<file path="src/rtl/enemy_target_sequencer_pkg.sv">
// Purpose : shared types and constants for the enemy target sequencer.
// Latency : n/a (package only).
// Backpr. : n/a (package only).
//
// Contents: state enum, LFSR seed and tap mask, default targeting pattern.
package enemy_targeting_pkg;

  localparam logic [7:0] LFSR_SEED = 8'hA5;

  // Taps for x^8+x^6+x^5+x^4+1, as bit positions 7,5,4,3 of the shift register.
  localparam logic [7:0] LFSR_TAPS = 8'b1011_1000;

  typedef enum logic {
    ST_IDLE   = 1'b0,
    ST_SEARCH = 1'b1
  } seq_state_t;

  // Base 16-entry targeting sequence; other depths repeat or truncate it.
  localparam logic [1:0] DEFAULT_SEQ [16] = '{
    2'd1, 2'd1, 2'd2, 2'd2, 2'd0, 2'd0, 2'd0, 2'd0,
    2'd2, 2'd1, 2'd1, 2'd2, 2'd1, 2'd2, 2'd2, 2'd2
  };

  function automatic logic [1:0] default_entry(input int unsigned i);
    return DEFAULT_SEQ[i[3:0]];
  endfunction

endpackage

</file>
<file path="src/rtl/enemy_target_sequencer_if.sv">
// Purpose : request/result and pattern-load bundle between wave controller and sequencer.
// Latency : n/a (wiring only).
// Backpr. : requester must hold off while busy; results are single-cycle pulses.
//
// master = wave controller (drives req/mode/alive_mask/load_*), slave = sequencer.
interface enemy_target_sequencer_if #(
  parameter  int DEPTH       = 16,
  parameter  int IDX_W       = 3,
  parameter  int NUM_TARGETS = 6,
  localparam int PTR_W       = $clog2(DEPTH)
);
  logic                   req;
  logic                   mode;
  logic [NUM_TARGETS-1:0] alive_mask;
  logic                   load_en;
  logic [PTR_W-1:0]       load_addr;
  logic [IDX_W-1:0]       load_data;
  logic                   busy;
  logic                   tgt_valid;
  logic [IDX_W-1:0]       tgt_idx;
  logic                   tgt_none;

  modport master (
    output req, mode, alive_mask, load_en, load_addr, load_data,
    input  busy, tgt_valid, tgt_idx, tgt_none
  );

  modport slave (
    input  req, mode, alive_mask, load_en, load_addr, load_data,
    output busy, tgt_valid, tgt_idx, tgt_none
  );
endinterface

</file>
<file path="src/rtl/enemy_target_sequencer_lfsr.sv">
// Purpose : free-running 8-bit Fibonacci LFSR supplying random strides.
// Latency : new value every clock; q is a register output.
// Backpr. : none, never stalls.
//
// Ports: clk, rst_n (async active-low, loads LFSR_SEED), q = current state.
module target_lfsr
  import enemy_targeting_pkg::*;
(
  input  logic       clk,
  input  logic       rst_n,
  output logic [7:0] q
);

  // Shift-and-XOR of a nonzero state can never reach zero, so no lock-up guard.
  always_ff @(posedge clk or negedge rst_n) begin
    if (!rst_n) begin
      q <= LFSR_SEED;
    end else begin
      q <= {q[6:0], ^(q & LFSR_TAPS)};
    end
  end

endmodule

</file>
<file path="src/rtl/enemy_target_sequencer.sv">
// Purpose : hands out one alive target per request from a circular, loadable pattern.
// Latency : result k edges after acceptance (k = examined entries, 1..DEPTH).
// Backpr. : req ignored while busy=1; result is a one-cycle tgt_valid pulse.
//
// Ports: clk, rst_n; bus (slave) carries req/mode/alive_mask/load_* in and
//        busy/tgt_valid/tgt_idx/tgt_none out. All outputs are registered.
module enemy_target_sequencer
  import enemy_targeting_pkg::*;
#(
  parameter  int DEPTH       = 16,
  parameter  int IDX_W       = 3,
  parameter  int NUM_TARGETS = 6,
  localparam int PTR_W       = $clog2(DEPTH)
)
(
  input  logic                     clk,
  input  logic                     rst_n,
  enemy_target_sequencer_if.slave  bus
);

  localparam int               NSLOT    = 1 << IDX_W;
  localparam logic [PTR_W:0]   CNT_LAST = (PTR_W+1)'(DEPTH - 1);

  seq_state_t       state;
  logic [IDX_W-1:0] pattern [DEPTH];
  logic [PTR_W-1:0] ptr;
  logic [PTR_W-1:0] stride;
  logic [PTR_W:0]   cnt;
  logic [7:0]       lfsr;

  logic             busy_q;
  logic             valid_q;
  logic             none_q;
  logic [IDX_W-1:0] idx_q;

  target_lfsr u_lfsr (
    .clk   (clk),
    .rst_n (rst_n),
    .q     (lfsr)
  );

  // Zero-extending the mask to every encodable index makes out-of-range
  // pattern values read as dead, so one lookup covers both hit conditions.
  logic [NSLOT-1:0] alive_ext;
  logic [IDX_W-1:0] entry;
  logic             hit;
  logic [PTR_W-1:0] new_stride;

  always_comb begin
    alive_ext  = NSLOT'(bus.alive_mask);
    entry      = pattern[ptr];
    hit        = alive_ext[entry];
    // Odd stride is coprime with a power-of-two depth: full coverage in DEPTH steps.
    new_stride = bus.mode ? (PTR_W'(lfsr) | PTR_W'(1)) : PTR_W'(1);
  end

  always_ff @(posedge clk or negedge rst_n) begin
    if (!rst_n) begin
      state   <= ST_IDLE;
      ptr     <= PTR_W'(DEPTH - 1);
      stride  <= PTR_W'(1);
      cnt     <= '0;
      busy_q  <= 1'b0;
      valid_q <= 1'b0;
      none_q  <= 1'b0;
      idx_q   <= '0;
      for (int i = 0; i < DEPTH; i++) begin
        pattern[i] <= IDX_W'(default_entry(i));
      end
    end else begin
      valid_q <= 1'b0;
      none_q  <= 1'b0;

      // A write to the entry under examination lands after this cycle's lookup.
      if (bus.load_en) begin
        pattern[bus.load_addr] <= bus.load_data;
      end

      case (state)
        ST_IDLE: begin
          if (bus.req) begin
            stride <= new_stride;
            ptr    <= ptr + new_stride;
            cnt    <= '0;
            busy_q <= 1'b1;
            state  <= ST_SEARCH;
          end
        end
        ST_SEARCH: begin
          if (hit) begin
            // ptr parks on the hit so the next request starts one stride beyond it.
            valid_q <= 1'b1;
            idx_q   <= entry;
            busy_q  <= 1'b0;
            state   <= ST_IDLE;
          end else if (cnt == CNT_LAST) begin
            valid_q <= 1'b1;
            none_q  <= 1'b1;
            idx_q   <= '0;
            busy_q  <= 1'b0;
            state   <= ST_IDLE;
          end else begin
            ptr <= ptr + stride;
            cnt <= cnt + 1'b1;
          end
        end
        default: state <= ST_IDLE;
      endcase
    end
  end

  assign bus.busy      = busy_q;
  assign bus.tgt_valid = valid_q;
  assign bus.tgt_none  = none_q;
  assign bus.tgt_idx   = idx_q;

endmodule

</file>
<file path="src/flat_wrapper.sv">
// flat-port wrapper written by rule: the top's interface ports become plain ports
module enemy_target_sequencer_flat import enemy_targeting_pkg::*;
#(
  parameter  int DEPTH       = 16,
  parameter  int IDX_W       = 3,
  parameter  int NUM_TARGETS = 6,
  localparam int PTR_W       = $clog2(DEPTH)
)
  (clk, rst_n, bus_req, bus_mode, bus_alive_mask, bus_load_en, bus_load_addr, bus_load_data, bus_busy, bus_tgt_valid, bus_tgt_idx, bus_tgt_none);
  enemy_target_sequencer_if #(.DEPTH(DEPTH), .IDX_W(IDX_W), .NUM_TARGETS(NUM_TARGETS)) bus_i ();
  input  logic clk;
  input  logic rst_n;
  input wire logic [$bits(bus_i.req)-1:0] bus_req;
  input wire logic [$bits(bus_i.mode)-1:0] bus_mode;
  input wire logic [$bits(bus_i.alive_mask)-1:0] bus_alive_mask;
  input wire logic [$bits(bus_i.load_en)-1:0] bus_load_en;
  input wire logic [$bits(bus_i.load_addr)-1:0] bus_load_addr;
  input wire logic [$bits(bus_i.load_data)-1:0] bus_load_data;
  output wire logic [$bits(bus_i.busy)-1:0] bus_busy;
  output wire logic [$bits(bus_i.tgt_valid)-1:0] bus_tgt_valid;
  output wire logic [$bits(bus_i.tgt_idx)-1:0] bus_tgt_idx;
  output wire logic [$bits(bus_i.tgt_none)-1:0] bus_tgt_none;
  assign bus_i.req = bus_req;
  assign bus_i.mode = bus_mode;
  assign bus_i.alive_mask = bus_alive_mask;
  assign bus_i.load_en = bus_load_en;
  assign bus_i.load_addr = bus_load_addr;
  assign bus_i.load_data = bus_load_data;
  assign bus_busy = bus_i.busy;
  assign bus_tgt_valid = bus_i.tgt_valid;
  assign bus_tgt_idx = bus_i.tgt_idx;
  assign bus_tgt_none = bus_i.tgt_none;
  enemy_target_sequencer #(.DEPTH(DEPTH), .IDX_W(IDX_W), .NUM_TARGETS(NUM_TARGETS)) u_core (.clk(clk), .rst_n(rst_n), .bus(bus_i));
endmodule
</file>
<file path="config.mk">
export PLATFORM = sky130hd
export DESIGN_NAME = enemy_target_sequencer_flat
export DESIGN_NICKNAME = d
export VERILOG_FILES = /design/src/rtl/enemy_target_sequencer_pkg.sv /design/src/rtl/enemy_target_sequencer_if.sv /design/src/rtl/enemy_target_sequencer_lfsr.sv /design/src/rtl/enemy_target_sequencer.sv /design/src/flat_wrapper.sv
export SDC_FILE = /design/constraint.sdc
export NUM_CORES = 1
export LEC_CHECK = 0
export CAP_MARGIN = 0
export CORE_ASPECT_RATIO = 0.5
export CORE_MARGIN = 2
export CORE_UTILIZATION = 40
export DETAILED_ROUTE_END_ITERATION = 16
export HOLD_SLACK_MARGIN = 0.05
export PLACE_DENSITY = 0.54
export SKIP_CTS_REPAIR_TIMING = 1
export SLEW_MARGIN = 10
export SYNTH_ARGS = -nofsm -noshare
export SYNTH_HDL_FRONTEND = slang
export SYNTH_SLANG_ARGS = --single-unit
export TNS_END_PERCENT = 100
</file>
<file path="constraint.sdc">
create_clock -name clk -period 3.8 [get_ports clk]
set_input_delay 0.95 -clock clk [delete_from_list [all_inputs] [get_ports clk]]
set_output_delay 0.95 -clock clk [all_outputs]
set_load 0.02 [all_outputs]
</file>
==> results by group <==
Outcome
  – Outcome: finished, final reports clean

Yosys
  – Post-synth top area cell: dfrtp_1
  – Sequential share of the synthesized area: 0.470
  – Synth top area cells: dfrtp_1 (34%), mux2_2 (17%), dfstp_2 (13%)
  – Synth warnings: 0
  – Syn_area_per_cell: 12.0 µm²
  – Commonest cells post-synth: mux2_2 (62), dfrtp_1 (55), nand2_1 (25)
  – Top_reg_cell synth: dfrtp_1
  – Yosys reg bits: 75
  – Count leader, synth: mux2_2
  – Syn Std Cell Area: 4040 µm²
  – Mapped Cells: 336
  – Syn Nets: 359
  – Post-synth EDFFs: 0
  – Async SR Flop Fraction: 1.00
  – Share of the synthesized area in the top cell type: 0.340
  – Post-synthesis cell type count: 50

CTS
  – CTS Sinks: 75
  – Clk slew on worst S/H paths: 0.06 ns
  – Clock latency on the worst-skew pair: 0.34 ns
  – CTS Buf Count: 9
  – Clock buffer depth: 2
  – H-tree depth: 3
  – TritonCTS clock tree: yes
  – CTS root buf: clkbuf_16

Critical path
  – CP max FO: 10
  – R2r setup slk: 0.70 ns
  – Crit path DAT: 3.36 ns
  – Crit. End Element: flop
  – Required time worst endpoint: 4.06 ns
  – Crit path kind: flop to flop
  – FF-to-FF Start: u_core.ptr[1]$_DFFE_PN1P_
  – CP Launch Type: flop
  – R2R Path End: u_core.ptr[1]$_DFFE_PN1P_
  – R2R depth: 7

Layout
  – Non-filler instance count after layout: 496
  – Ratio of cells with drive above 1 in the final layout: 0.327
  – Inserted Diodes: 0
  – Area Overhead vs Synth: 16.4%
  – Filler cells: 909
  – Final nets: 379

Timing
  – Final-report hold violation count: 0
  – Worst-Margin Slew: 0.780 ns
  – Fin crit period: 3.10 ns
  – Setup TNS: 0 ns
  – Slew Viols, Final: 0
  – RSZ-0062 raised after global routing: false
  – Final worst path period share: 0.816
  – Relative slew slack: 0.480
  – Clk_skew: 0.00820 ns
  – Setup violators final: 0
  – Fmax: 322 MHz

Routing
  – Total number of vias: 2737
  – DRT Pass-1 Iters: 4
  – Residual DRC: 0
  – Routed Antenna Nets: 0
  – Drt first-iter violations: 157
  – Total detailed-routing wirelength: 8930 µm
  – Wire length per cell: 18.0 µm
  – Post-DR vias/cell: 5.52

GRT
  – Largest net degree at the start of global routing: 44
  – First-pass GRT wire length: 14700 µm
  – All-Layer GR Usage: 0.180
  – Vias in the first global route: 2682
  – Overflow left after global routing: 0
  – Initial antenna violation count: 0

Die
  – Die ar.: 11000 µm²
  – Die Ht: 75.1 µm
  – Core Area: 9630 µm²
  – Core Rows: 25
  – Die X: 146 µm
  – Starting Density: 0.420
  – Boundary pin count: 24

Power
  – Max IR drop VDD: 251 µV
  – Power density over the cells: 742 nW/µm²
  – Leakage: 1.94 nW

Placed design
  – RD Place Congestion: 0.779
  – HPWL after DPL: 6610 µm
  – Inst Count DP: 480
  – Number of port buffers: 23

Flow run
  – Max-Cap Viols: 0

Hold path
  – Hold Path Depth: 0
  – Worst Hold Class: flop to flop
  – Beginning of the worst hold path: u_core.u_lfsr.q[6]$_DFF_PN0_
  – Worst Hold Endpoint: u_core.u_lfsr.q[7]$_DFF_PN1_
## flip-flops by register name (all words and copies together), names as in the netlist
name / cells
u_core.bus.busy: 1
u_core.stride: 3
u_core.pattern: 48
u_core.ptr: 4
u_core.bus.tgt_idx: 3
u_core.bus.tgt_valid: 1
u_core.bus.tgt_none: 1
u_core.state: 1
u_core.cnt: 5
u_core.u_lfsr.q: 8
## report_power, final
group | internal (mW) | switching [mW]
logic | 0.705 | 0.659
clock network | 0.532 | 0.344
registers | 1.02 | 0.229
## cells in the final DEF (no fill, tap or decap), types with 9 or more instances in the layout
master	instances
mux2i_1	15
nor2_1	14
dfrtp_1	55
clkbuf_16	9
clkdlybuf4s50_1	22
mux2_2	62
o21ai_0	12
inv_1	10
nand3_1	15
nand2_1	25
mux4_2	10
dfstp_2	20
## how the worst max path moves through the flow
| stage | start | end | slack (ns) | cells after the start |
|---|---|---|---|---|
| detailed placement | u_core.ptr[1]$_DFFE_PN1P_ | u_core.ptr[2]$_DFFE_PN1P_ | 0.69 | 7 |
| global route | u_core.ptr[1]$_DFFE_PN1P_ | u_core.ptr[1]$_DFFE_PN1P_ | 0.54 | 7 |
| global placement | bus_mode | u_core.ptr[3]$_DFFE_PN1P_ | 0.75 | 10 |
| floorplan | u_core.ptr[1]$_DFFE_PN1P_ | u_core.ptr[1]$_DFFE_PN1P_ | 1.00 | 7 |
| CTS | u_core.ptr[1]$_DFFE_PN1P_ | u_core.ptr[1]$_DFFE_PN1P_ | 0.67 | 7 |
| finish | u_core.ptr[1]$_DFFE_PN1P_ | u_core.ptr[1]$_DFFE_PN1P_ | 0.70 | 7 |
## stage by stage
stage	util	worst slack (ns)	power [mW]	hold WS, ns	instance area, µm²
after floorplan	-	1.00	2.30	0.333	4040
after global placement	0.456	0.749	2.59	0.340	4390
after detailed placement	0.456	0.693	2.62	0.342	4390
after CTS	0.488	0.672	3.51	0.356	4700
after global routing	0.488	0.543	3.70	0.370	4700
final	0.488	0.699	3.49	0.352	4700
## final cells by class
cell class | count | area [µm²] | area share
Multi-Input combinational cell | 234 | 2010 | 0.428
Sequential cell | 75 | 1900 | 0.404
Timing Repair Buffer | 26 | 273 | 0.0580
Clock buffer | 10 | 239 | 0.0508
Tap cell | 135 | 169 | 0.0359
Clock inverter | 6 | 72.6 | 0.0154
Inverter | 10 | 37.5 | 0.00798
## per-layer routing
metal | track usage | wire length [µm] | up-vias
met2 | 0.262 | 3790 | 48
met4 | 0.0518 | 63 | 0
li1 | - | - | 1278
met1 | 0.261 | 4720 | 1403
met3 | 0.0539 | 356 | 8
met5 | 0 | 0 | -
## critical path, cell delays in order (launching register included)
cell     delay (ns)
dfstp_2        0.65
mux4_1         0.63
mux2i_4        0.24
mux2_2         0.36
a32oi_1        0.37
nor2_4         0.13
a31oi_4        0.27
mux2_2         0.36
## logic make-up (layout without fill, tap and decap cells)
group | count (synthesis) | count (layout) | share of synthesized area
adder cells (fa/ha/maj) | 5 | 5 | 0.0173
buffers and inverters | 27 | 52 | 0.0319
XOR/XNOR | 6 | 6 | 0.0130
flip-flops | 75 | 75 | 0.470
multiplexers | 89 | 89 | 0.278
AO/OA/AOI/OAI | 41 | 41 | 0.0727
AND/OR/NAND/NOR | 93 | 93 | 0.117
Power figures use the tool's default switching activity.
